### src/rtl/product_rx_pkg.sv
// Shared types and framing constants for the serial product receiver.
package product_rx_pkg;

  typedef enum logic [1:0] {
    IDLE   = 2'd0,
    DATA   = 2'd1,
    STOP   = 2'd2,
    RESYNC = 2'd3
  } rx_state_e;

  localparam logic START_BIT = 1'b0;
  localparam logic STOP_BIT  = 1'b1;

  localparam int DATA_W_DEF = 8;
  localparam int FRAME_BITS = DATA_W_DEF + 2;

  localparam logic [7:0] ERR_CNT_MAX = 8'd255;

  function automatic logic [7:0] sat_inc(input logic [7:0] value);
    return (value == ERR_CNT_MAX) ? value : value + 8'd1;
  endfunction

endpackage

### src/rtl/product_rx_if.sv
// Serial line in, buffered product handshake and error status out.
interface product_rx_if #(
  parameter int DATA_W = 8
);

  logic                     rx;
  logic signed [DATA_W-1:0] product;
  logic                     out_valid;
  logic                     out_ready;
  logic                     frame_err;
  logic [7:0]               err_cnt;
  logic                     overflow;

  modport master (
    output rx,
    output out_ready,
    input  product,
    input  out_valid,
    input  frame_err,
    input  err_cnt,
    input  overflow
  );

  modport slave (
    input  rx,
    input  out_ready,
    output product,
    output out_valid,
    output frame_err,
    output err_cnt,
    output overflow
  );

endinterface

### src/rtl/rx_fifo.sv
// Small synchronous FIFO whose head word is held in its own register,
// so the consumer sees a flop output rather than a memory read mux.
module rx_fifo #(
  parameter int WIDTH = 8,
  parameter int DEPTH = 2
) (
  input  logic             clk_i,
  input  logic             rst_n_i,
  input  logic             push_i,
  input  logic [WIDTH-1:0] data_i,
  input  logic             pop_i,
  output logic [WIDTH-1:0] head_o,
  output logic             full_o,
  output logic             empty_o
);

  localparam int AW = (DEPTH > 1) ? $clog2(DEPTH) : 1;
  localparam logic [AW:0] DEPTH_CNT = (AW + 1)'(DEPTH);

  logic [WIDTH-1:0] mem_q [DEPTH];
  logic [AW-1:0]    rdPtr_q, rdPtr_d;
  logic [AW-1:0]    wrPtr_q, wrPtr_d;
  logic [AW:0]      count_q, count_d;
  logic [WIDTH-1:0] head_q,  head_d;
  logic             doPush;
  logic             doPop;

  assign full_o  = (count_q == DEPTH_CNT);
  assign empty_o = (count_q == '0);
  assign head_o  = head_q;

  // A push into a full FIFO is only accepted when a pop frees a slot on the same edge.
  always_comb begin
    doPop   = pop_i && !empty_o;
    doPush  = push_i && (!full_o || doPop);
    rdPtr_d = rdPtr_q + AW'(doPop);
    wrPtr_d = wrPtr_q + AW'(doPush);
    count_d = count_q + (AW + 1)'(doPush) - (AW + 1)'(doPop);
    head_d  = head_q;
    if (count_d != '0) begin
      if (doPush && (wrPtr_q == rdPtr_d)) begin
        head_d = data_i;
      end else begin
        head_d = mem_q[rdPtr_d];
      end
    end
  end

  always_ff @(posedge clk_i or negedge rst_n_i) begin
    if (!rst_n_i) begin
      for (int i = 0; i < DEPTH; i++) begin
        mem_q[i] <= '0;
      end
      rdPtr_q <= '0;
      wrPtr_q <= '0;
      count_q <= '0;
      head_q  <= '0;
    end else begin
      if (doPush) begin
        mem_q[wrPtr_q] <= data_i;
      end
      rdPtr_q <= rdPtr_d;
      wrPtr_q <= wrPtr_d;
      count_q <= count_d;
      head_q  <= head_d;
    end
  end

endmodule

### src/rtl/product_rx.sv
// Reframes the multiplier's start/8-data/stop serial stream into signed
// products, buffers them, and reports framing errors and FIFO overflow.
module product_rx
  import product_rx_pkg::*;
#(
  parameter int DATA_W = 8,
  parameter int DEPTH  = 2
) (
  input logic       CLK,
  input logic       RST_N,
  product_rx_if.slave bus
);

  localparam int IW = (DATA_W > 1) ? $clog2(DATA_W) : 1;
  localparam logic [IW-1:0] LAST_IDX = IW'(DATA_W - 1);

  rx_state_e         state_q;
  logic [IW-1:0]     idx_q;
  logic [DATA_W-1:0] shift_q;
  logic              frameErr_q;
  logic [7:0]        errCnt_q;
  logic              overflow_q;

  logic              goodStop;
  logic              popWord;
  logic              fifoFull;
  logic              fifoEmpty;
  logic [DATA_W-1:0] fifoHead;

  assign goodStop = (state_q == STOP) && (bus.rx == STOP_BIT);
  assign popWord  = bus.out_ready && !fifoEmpty;

  rx_fifo #(
    .WIDTH (DATA_W),
    .DEPTH (DEPTH)
  ) u_fifo (
    .clk_i   (CLK),
    .rst_n_i (RST_N),
    .push_i  (goodStop),
    .data_i  (shift_q),
    .pop_i   (bus.out_ready),
    .head_o  (fifoHead),
    .full_o  (fifoFull),
    .empty_o (fifoEmpty)
  );

  // RESYNC holds off until the line returns high so a zero stop bit is never taken as a start bit.
  always_ff @(posedge CLK or negedge RST_N) begin
    if (!RST_N) begin
      state_q    <= IDLE;
      idx_q      <= '0;
      shift_q    <= '0;
      frameErr_q <= 1'b0;
      errCnt_q   <= '0;
      overflow_q <= 1'b0;
    end else begin
      frameErr_q <= 1'b0;
      case (state_q)
        IDLE: begin
          if (bus.rx == START_BIT) begin
            state_q <= DATA;
            idx_q   <= '0;
          end
        end
        DATA: begin
          shift_q[idx_q] <= bus.rx;
          if (idx_q == LAST_IDX) begin
            state_q <= STOP;
          end else begin
            idx_q <= idx_q + 1'b1;
          end
        end
        STOP: begin
          if (bus.rx == STOP_BIT) begin
            state_q <= IDLE;
            if (fifoFull && !popWord) begin
              overflow_q <= 1'b1;
            end
          end else begin
            state_q    <= RESYNC;
            frameErr_q <= 1'b1;
            errCnt_q   <= sat_inc(errCnt_q);
          end
        end
        RESYNC: begin
          if (bus.rx == STOP_BIT) begin
            state_q <= IDLE;
          end
        end
        default: state_q <= IDLE;
      endcase
    end
  end

  assign bus.product   = fifoHead;
  assign bus.out_valid = !fifoEmpty;
  assign bus.frame_err = frameErr_q;
  assign bus.err_cnt   = errCnt_q;
  assign bus.overflow  = overflow_q;

  // A bad stop bit always leads through RESYNC, so the error pulse can never stretch.
  property pFrameErrPulse;
    @(posedge CLK) disable iff (!RST_N) frameErr_q |=> !frameErr_q;
  endproperty
  assert property (pFrameErrPulse);

endmodule
### src/flat_wrapper.sv
// flat-port wrapper written by rule: the top's interface ports become plain ports
module product_rx_flat import product_rx_pkg::*;
#(
  parameter int DATA_W = 8,
  parameter int DEPTH  = 2
)
  (CLK, RST_N, bus_rx, bus_out_ready, bus_product, bus_out_valid, bus_frame_err, bus_err_cnt, bus_overflow);
  product_rx_if #(.DATA_W(DATA_W)) bus_i ();
  input logic CLK;
  input logic RST_N;
  input wire logic [$bits(bus_i.rx)-1:0] bus_rx;
  input wire logic [$bits(bus_i.out_ready)-1:0] bus_out_ready;
  output wire logic [$bits(bus_i.product)-1:0] bus_product;
  output wire logic [$bits(bus_i.out_valid)-1:0] bus_out_valid;
  output wire logic [$bits(bus_i.frame_err)-1:0] bus_frame_err;
  output wire logic [$bits(bus_i.err_cnt)-1:0] bus_err_cnt;
  output wire logic [$bits(bus_i.overflow)-1:0] bus_overflow;
  assign bus_i.rx = bus_rx;
  assign bus_i.out_ready = bus_out_ready;
  assign bus_product = bus_i.product;
  assign bus_out_valid = bus_i.out_valid;
  assign bus_frame_err = bus_i.frame_err;
  assign bus_err_cnt = bus_i.err_cnt;
  assign bus_overflow = bus_i.overflow;
  product_rx #(.DATA_W(DATA_W), .DEPTH(DEPTH)) u_core (.CLK(CLK), .RST_N(RST_N), .bus(bus_i));
endmodule
### config.mk
export PLATFORM = sky130hd
export DESIGN_NAME = product_rx_flat
export DESIGN_NICKNAME = d
export VERILOG_FILES = /design/src/rtl/product_rx_pkg.sv /design/src/rtl/product_rx_if.sv /design/src/rtl/rx_fifo.sv /design/src/rtl/product_rx.sv /design/src/flat_wrapper.sv
export SDC_FILE = /design/constraint.sdc
export NUM_CORES = 1
export LEC_CHECK = 0
export BUFFER_PORTS_ARGS = -buffer_cell sky130_fd_sc_hd__buf_2
export CAP_MARGIN = 15
export CORE_MARGIN = 2
export CORE_UTILIZATION = 35
export CTS_CLUSTER_DIAMETER = 100
export DETAILED_ROUTE_END_ITERATION = 7
export SETUP_SLACK_MARGIN = 0.3
export SLEW_MARGIN = 10
export SYNTH_ARGS = -nofsm -noshare
export SYNTH_HDL_FRONTEND = slang
export SYNTH_SLANG_ARGS = --single-unit
export TNS_END_PERCENT = 1
### constraint.sdc
create_clock -name CLK -period 6.75 [get_ports CLK]
set_input_delay 0.675 -clock CLK [delete_from_list [all_inputs] [get_ports CLK]]
set_output_delay 0.675 -clock CLK [all_outputs]
set_load 0.01 [all_outputs]
==> results of run 1 <==
-- report_power, final --
group | internal [µW] | switching [µW] | total [µW]
Combinational | 218 | 178 | 395
Sequential | 406 | 95.1 | 502
Clock | 83.8 | 104 | 187
-- area by class of cell --
cell class / count / area [µm²] / area share
inverters: 1 / 3.75 / 0.00140
clock inverters: 2 / 16.3 / 0.00609
multi-input cells: 120 / 1080 / 0.404
well taps: 77 / 96.3 / 0.0360
clock buffers: 6 / 82.6 / 0.0309
repair buffers: 23 / 118 / 0.0440
flip-flops and latches: 51 / 1280 / 0.478
-- cells by family (layout without fill, tap and decap cells) --
family | after synthesis | in the layout
AOI/OAI and AO/OA | 18 | 18
xor gates and xnor gates | 11 | 11
adders and majority gates | 4 | 4
buffers and inverters | 3 | 32
DFF | 51 | 51
muxes | 46 | 46
and+or+nand+nor | 41 | 41
-- critical path, cell delays in order (launching register included) --
cell	delay (ps)
dfrtp_1	440
nor3b_2	440
nor2_1	130
a21o_1	200
ha_1	180
xnor2_1	130
xnor2_1	150
nor2_2	380
mux2_2	390
-- stage by stage --
stage,power (µW),util
2_1_floorplan,804,-
3_3_place_gp,903,0.398
3_5_place_dp,912,0.398
4_1_cts,1100,0.414
5_1_grt,1160,0.414
6_report,1080,0.414
-- sequential cells by signal, indices dropped and copies added, names as in the netlist --
signal / flops
u_core.u_fifo.wrPtr_q: 1
u_core.u_fifo.mem_q: 16
u_core.bus.overflow: 1
u_core.u_fifo.head_o: 8
u_core.shift_q: 8
u_core.bus.frame_err: 1
u_core.u_fifo.rdPtr_q: 1
u_core.bus.err_cnt: 8
u_core.idx_q: 3
u_core.state_q: 2
u_core.u_fifo.count_q: 2
-- per-layer routing --
| layer | global-route usage | vias to the layer above | share of wire |
|---|---|---|---|
| li1 | - | 684 | - |
| met1 | 0.160 | 695 | 0.50 |
| met2 | 0.184 | 18 | 0.45 |
| met3 | 0.0400 | 4 | 0.034 |
| met4 | 0.0341 | 0 | 0.011 |
| met5 | 0 | - | 0 |
-- cell usage after synthesis, types with 2 or more instances --
cell	count
or2_2	2
a21o_1	2
nand2_1	13
nor2_1	5
xor2_1	3
o21ai_0	6
nand3b_1	2
nor3b_1	3
ha_1	4
xnor2_1	7
mux2_1	8
nand3_1	4
dfrtp_1	51
nand4_1	3
nor2b_1	2
a22o_1	6
mux2_2	36
buf_2	2
-- worst paths after layout --
check                                           to  cells past startpoint  slack, ps                startpoint
setup / recovery           u_core.u_fifo.head_o[1]                      8       4180  u_core.u_fifo.count_q[0]
hold / removal                 u_core.bus.overflow                      2        460                     RST_N
setup reg to reg           u_core.u_fifo.head_o[1]                      8       4180  u_core.u_fifo.count_q[0]
hold reg to reg                u_core.bus.overflow                      1        460       u_core.bus.overflow
max in group asynchronous   u_core.u_fifo.mem_q[3]                      2       5860                     RST_N
min in group CLK               u_core.bus.overflow                      1        460       u_core.bus.overflow
==> run metrics, run 1 <==
status finished clean; Hold Fails Final Rpt 0; clk slew on worst S/H paths roughly 100 ps; Wirelength per Cell ~14 µm; post-synth cell types 33; commonest non-fill, non-tap cell in the layout dfrtp_1; Power Dens Cells roughly 400 nW/µm²; final setup skew 8.06 ps; postcts setup bufs 0; Simple-Gate Fraction of Synth Area 0.109; largest net degree at the start of global routing 52; XOR/XNOR share of the synthesized area 0.0486; number of synthesized flops with an enable pin 0; Finished Cell Area 2670 µm²; synthesis-to-finish area growth 12.8%; share of layout cells above drive strength 1 0.384; Critical Path Start Type flip-flop; Finish-stage setup viols 0; complex-gate fraction of the synthesized area 0.0544; main area contributors after synthesis dfrtp_1 (54%), mux2_2 (17%), mux2_1 (3.8%); Ys Warns 0; Area after DPL ~2600 µm²; WP data arrival approximately 2800 ps; Core ar. 6460 µm²; crit-path max FO 8; Pins Over Slew Limit 0; hold slack roughly 460 ps; Mean Syn Cell Area between 10 and 15 µm²; Filler Cell Count ~640; Adder-Cell Fraction of Synth Area 0.0211; FP Rows 29; WP data required about 7000 ps; DP HPWL 2760 µm; post-synthesis sequential area ratio 0.539; PortBufs 22; post-synthesis cell area about 2400 µm²; class of the most critical setup path reg -> reg; GPL Wtd Cong approximately 0.74; Setup WS pre-CTS around 3900 ps; Nets 210; minimum clock period roughly 2600 ps; top cell type's share of synthesized area 0.539; DR vias 1401; Die X about 86 µm; HP Class in -> async; Synth Register Bits about 50; Post-Layout Cell Count 280; post-synth net total 182; number of remaining DRC errors 0; Pleak approximately 0.0013 µW; crit share post-route 0.381; Die Y 86.3 µm; die area 7450 µm²; Post-CTS Resized 0; post-synthesis mux area share 0.223; vias per inst 5.00; first-pass GRT wire length approximately 6900 µm; Hold-fix buffers, CTS 0; IO Count 23; largest area contributor in the netlist dfrtp_1; TNS Setup 0 ps; initial antenna violation count 0; CTS tree done; vias in the first global route around 1400; total routed wirelength around 4000 µm; CTS Buf Count 5; 1st-iter DRT viols 68; CTS Sinks 51; GRT overflow 0; MaxCap Viol Count 0; H-tree Lvls 2; Worst Tran Pin Value about 640 ps; CTS max path bufs 2; Synth async-reset ratio 1.00; Root Buffer clkbuf_8; commonest cells after routing, fill and taps aside dfrtp_1 (51), mux2_2 (36), buf_2 (22), nand2_1 (13), mux2_1 (8); synthesized instance count about 170; largest family of logic cells by synthesized area multiplexers; Max transition margin 0.570; dominant synthesized flop cell dfrtp_1; Worst setup EP type flip-flop; Worst-Skew Late Latency around 310 ps; RSZ-0062 raised after global routing no; dpl cells between 200 and 300; Total GRT Usage 0.119; final worst slack between 4000 and 5000 ps; upper clock frequency limit a little under 400 MHz; Initial Utilization 0.367; number of diodes 0; VDD IR max 0.000119 V; Routed Antenna Nets 0; drt first pass iters 4
Note: power is estimated with default switching activity, not from simulation.
==> inputs of run 2 (changes only) <==
- clock period: 6.75 -> 2.3 ns (I/O delays scaled with it)
==> run metrics, run 2 (synthesis gave the netlist of run 1 again) <==
commonest cells after routing, fill and taps aside dfrtp_1 (48), mux2_2 (28), buf_2 (22), nand2_1 (13), buf_4 (11); Power Dens Cells 1230 nW/µm²; FP Rows 29; clk slew on worst S/H paths roughly 90 ps; Routed Antenna Nets 0; r2r setup slk 150 ps; status finished clean; vias in the first global route around 1500; DR vias approximately 1400; Hold Fails Final Rpt 0; CTS Sinks 51; Largest register FFs 16; Area after DPL 2680 µm²; Die X 86.3 µm; Root Buffer clkbuf_8; class of the most critical setup path reg -> reg; Total GRT Usage 0.124; synthesis-to-finish area growth 18.6%; R2R Path Start u_core.u_fifo.count_q[0]; MaxCap Viol Count 0; upper clock frequency limit approximately 470 MHz; drt first pass iters 2; Pleak 0.00140 µW; final worst slack ~150 ps; crit share post-route 0.934; crit path to u_core.u_fifo.head_o[5]; Finish-stage setup viols 0; hold slack roughly 30 ps; Wirelength per Cell ~14 µm; first-pass GRT wire length ~7300 µm; share of layout cells above drive strength 1 0.435; Finished Cell Area roughly 2800 µm²; initial antenna violation count 0; Worst Tran Pin Value about 650 ps; GRT overflow 0; GPL Wtd Cong ~0.7; DP HPWL about 2900 µm; Die Y ~86 µm; Top cell by count, worst path xnor2_1; Initial Utilization 0.367; total routed wirelength between 4000 and 5000 µm; WP data required about 2500 ps; final setup skew 4.72 ps; crit-path max FO 8; r2r worst-path depth 10; Post-Layout Cell Count just under 300; IO Count 23; VDD IR max approximately 0.00045 V; commonest non-fill, non-tap cell in the layout dfrtp_1; die area about 7400 µm²; 1st-iter DRT viols 37; Core ar. roughly 6500 µm²; CTS max path bufs 2; crit path max-delay cell type dfrtp_2; Critical Path Start Type flip-flop; WP data arrival between 2000 and 2500 ps; largest net degree at the start of global routing 52; number of remaining DRC errors 0; H-tree Lvls 2; RSZ-0062 raised after global routing yes; Nets 221; Pins Over Slew Limit 0; CTS tree done; dpl cells 280; origin of the worst setup path u_core.u_fifo.count_q[0]; CTS Buf Count 5; minimum clock period around 2100 ps; PortBufs 22; worst r2r dst u_core.u_fifo.head_o[5]; CP peak stage delay around 460 ps; crit-path cells o21ai_4 > nor2_2 > a21o_1 > ha_2 > xnor2_1 > xnor2_1 > buf_4 > nor2_4 > buf_12 > mux2_4; HP Class in -> async; Setup WS pre-CTS -28.9 ps; Reg with most FFs u_core.u_fifo.mem_q; vias per inst roughly 5.0; Worst-Skew Late Latency ~290 ps; Worst setup EP type flip-flop; number of diodes 0; Max transition margin 0.567
-- run 2: cell count changes in the layout (fill, tap and decap cells not counted), moves of 3 or more --
cell / delta
dfrtp_1: -3
dfrtp_2: +3
buf_4: +10
mux2_4: +8
mux2_2: -8
-- run 2: how the worst min path moves through the flow --
stage / start / to / slack, ps / cells past startpoint
global placement: RST_N / u_core.u_fifo.head_o[4] / 390 / 2
finish: RST_N / u_core.u_fifo.head_o[4] / 30 / 2
CTS: RST_N / u_core.u_fifo.head_o[4] / 70 / 2
detailed placement: RST_N / u_core.u_fifo.head_o[4] / 390 / 2
floorplan: RST_N / u_core.bus.err_cnt[0] / -70 / 0
global route: RST_N / u_core.u_fifo.head_o[4] / 90 / 2
-- run 2: worst max-delay path, delay by kind of cell, from the launching register on --
family                   cells  cell delay, ps
AND/OR/NAND/NOR              2             160
multiplexers                 1             300
buffers and inverters        2             290
XOR/XNOR                     2             260
flip-flops                   1             460
AO/OA/AOI/OAI                2             400
adder cells (fa/ha/maj)      1             170
-- run 2: power breakdown --
part	switching, µW	internal [µW]	leakage, µW
clock network	279	214	0.0000422
logic	622	855	0.000685
registers	286	1200	0.000669
-- run 2: cell type report --
type / count / area, µm²
tap: 77 / 96.3
clock buffer: 7 / 76.3
timing repair buffer: 34 / 213
clock inverter: 1 / 5.00
fill: 599 / 3650
multi-input combinational: 120 / 1140
sequential: 51 / 1280
inverter: 1 / 3.75
-- run 2: metal layers --
| layer | GRT usage | vias up | part of all wire |
|---|---|---|---|
| met5 | 0 | - | 0 |
| li1 | - | 707 | - |
| met4 | 0.0341 | 0 | 0.0036 |
| met2 | 0.198 | 17 | 0.46 |
| met1 | 0.173 | 718 | 0.51 |
| met3 | 0.0257 | 2 | 0.026 |
-- run 2: repair_timing --
item                       4_1_cts  5_1_grt
hold buffers                     0        0
hold endpoints to repair         0        0
resized for setup                4        1
setup endpoints to repair        8        8
buffers inserted                 2        1
pin swaps                        3        1
-- run 2: stage by stage --
step / TNS (ps) / power, µW / utilization
2_1_floorplan: 0 / 2470 / -
3_3_place_gp: 0 / 2820 / 0.415
3_5_place_dp: -189 / 2870 / 0.415
4_1_cts: 0 / 3490 / 0.434
5_1_grt: 0 / 3700 / 0.435
6_report: 0 / 3450 / 0.435
==> inputs of run 3 (changes only) <==
- PLACE_DENSITY: default -> 0.56
- SYNTH_HIERARCHICAL: default -> 1
==> run metrics, run 3 <==
post-synthesis cell area 2510 µm²; r2r setup slk approximately 240 ps; upper clock frequency limit just under 500 MHz; RSZ-0062 raised after global routing yes; Area after DPL around 2800 µm²; initial antenna violation count 0; Max transition margin 0.691; CTS tree done; Critical Path Start Type flip-flop; Nets around 240; FP Rows 30; r2r worst-path depth 9; CTS max path bufs 2; drt first pass iters 4; share of layout cells above drive strength 1 0.438; H-tree Lvls 2; Die Y around 89 µm; Wirelength per Cell about 14 µm; Routed Antenna Nets 0; Finished Cell Area 2920 µm²; status finished clean; hold path depth 3; GRT overflow 0; Finish-stage setup viols 0; Pins Over Slew Limit 0; post-synth net total 207; first-pass GRT wire length between 7000 and 8000 µm; Reg with most FFs u_core/u_fifo/mem_q; Largest register FFs 16; dominant synthesized flop cell dfrtp_1; WP data arrival between 2000 and 2500 ps; Core ar. around 6900 µm²; number of synthesized flops with an enable pin 0; main area contributors after synthesis dfrtp_1 (51%), mux2_2 (16%), mux2_4 (4.8%); Final Util 0.425; Worst Tran Pin Value between 400 and 500 ps; commonest non-fill, non-tap cell in the layout dfrtp_1; Worst-Skew Late Latency 300 ps; Initial Utilization 0.365; DP HPWL 3240 µm; R2R Path Start u_core/state_q[0]; total routed wirelength between 4000 and 5000 µm; total power roughly 3500 µW; final setup skew about 8.7 ps; Synth async-reset ratio 1.00; Post-synth top cells dfrtp_1 (51), mux2_2 (36), nand2_1 (11); synthesis-to-finish area growth 16.4%; HP Class in -> reg; post-synth cell types about 40; crit share post-route 0.895; Power Dens Cells between 1000 and 1500 nW/µm²; HP Start bus_out_ready; number of remaining DRC errors 0; Die X between 80 and 90 µm; post-synthesis sequential area ratio 0.509; 1st-iter DRT viols 69; WP data required around 2500 ps; hold endpoint u_core/bus.overflow; largest net degree at the start of global routing 22; MaxCap Viol Count 0; VDD IR max 0.000585 V; crit-path max FO 8; IO Count 23; number of diodes 0; commonest cells after routing, fill and taps aside dfrtp_1 (51), mux2_2 (36), buf_2 (22), nand2_1 (11), buf_4 (10); Ys Warns 6; class of the most critical setup path reg -> reg; GPL Wtd Cong 0.762; PortBufs 22; synthesized instance count approximately 200; Total GRT Usage 0.129; die area roughly 7900 µm²; Mean Syn Cell Area between 10 and 15 µm²; largest area contributor in the netlist dfrtp_1; Hold Fails Final Rpt 0; DR vias about 1600; clk slew on worst S/H paths 90 ps; CTS Sinks just over 50; TNS Setup 0 ps; vias per inst around 4.7; worst r2r dst u_core/u_fifo/head_o[6]; minimum clock period around 2000 ps; vias in the first global route approximately 1500; Pleak approximately 0.0014 µW; Worst setup EP type flip-flop; Synth Register Bits between 50 and 60; Root Buffer clkbuf_8; Filler Cell Count roughly 660; most common cell in the netlist dfrtp_1; hold slack 316 ps; CTS Buf Count 5; top cell type's share of synthesized area 0.509
[run 3: final cells by class]
class	count	area [µm²]	share of cell area
clock buffer	7	86.3	0.0296
timing repair buffer	34	206	0.0707
multi-input combinational	132	1190	0.408
clock inverter	1	8.76	0.00300
tap	96	120	0.0411
sequential	51	1280	0.437
inverter	8	30.0	0.0103
[run 3: how the worst max path moves through the flow]
stage / startpoint / end / slack, ps / cells past startpoint
after detailed placement: u_core/state_q[0] / u_core/u_fifo/head_o[6] / 170 / 10
after CTS: u_core/state_q[0] / u_core/u_fifo/head_o[6] / 250 / 10
final: u_core/state_q[0] / u_core/u_fifo/head_o[6] / 240 / 9
after global placement: u_core/state_q[0] / u_core/u_fifo/head_o[5] / 200 / 10
after global routing: u_core/state_q[0] / u_core/u_fifo/head_o[5] / 130 / 9
after floorplan: u_core/state_q[0] / u_core/u_fifo/head_o[0] / 280 / 10
[run 3: stage by stage]
step / instances / worst slack (ps)
2_1_floorplan: 197 / 278
3_3_place_gp: 316 / 201
3_5_place_dp: 316 / 170
4_1_cts: 327 / 255
5_1_grt: 329 / 132
6_report: 329 / 243
[run 3: cell families (layout without fill, tap and decap cells)]
logic type / Yosys count / count (layout) / synth area share
mux: 50 / 50 / 0.236
simple gates: 43 / 43 / 0.102
buf+inv: 14 / 50 / 0.0254
fa+ha+maj: 6 / 6 / 0.0299
flops: 51 / 51 / 0.509
xor+xnor: 8 / 8 / 0.0309
compound gates: 25 / 25 / 0.0673
[run 3: per-layer routing]
layer	global-route usage	vias to the layer above	wire, µm
li1	-	767	-
met5	0	-	0
met4	0.0455	0	60
met2	0.198	20	2190
met3	0.0252	6	106
met1	0.183	767	2340
[run 3: power by group]
part	total, µW	switching [µW]	leakage [µW]	internal [µW]
Sequential	1510	293	0.000653	1220
Combinational	1440	612	0.000723	824
Clock	545	298	0.0000484	247
Total	3490	1200	0.00142	2290
[run 3: critical path, cell delays in order, from the launching register on]
cell     delay [ps]
dfrtp_1         390
inv_2            60
and3_4          210
xor2_2          130
nor2_1           50
a21oi_1         130
ha_2            290
or2_1           240
buf_6           160
mux2_4          300
[run 3: timing repair]
action | CTS | global route
setup endpoints to repair | 24 | 24
buffers inserted | 2 | 2
gates resized for setup | 3 | 3
hold endpoints to repair | 19 | 0
pin swaps | 1 | 3
hold buffers | 1 | 0
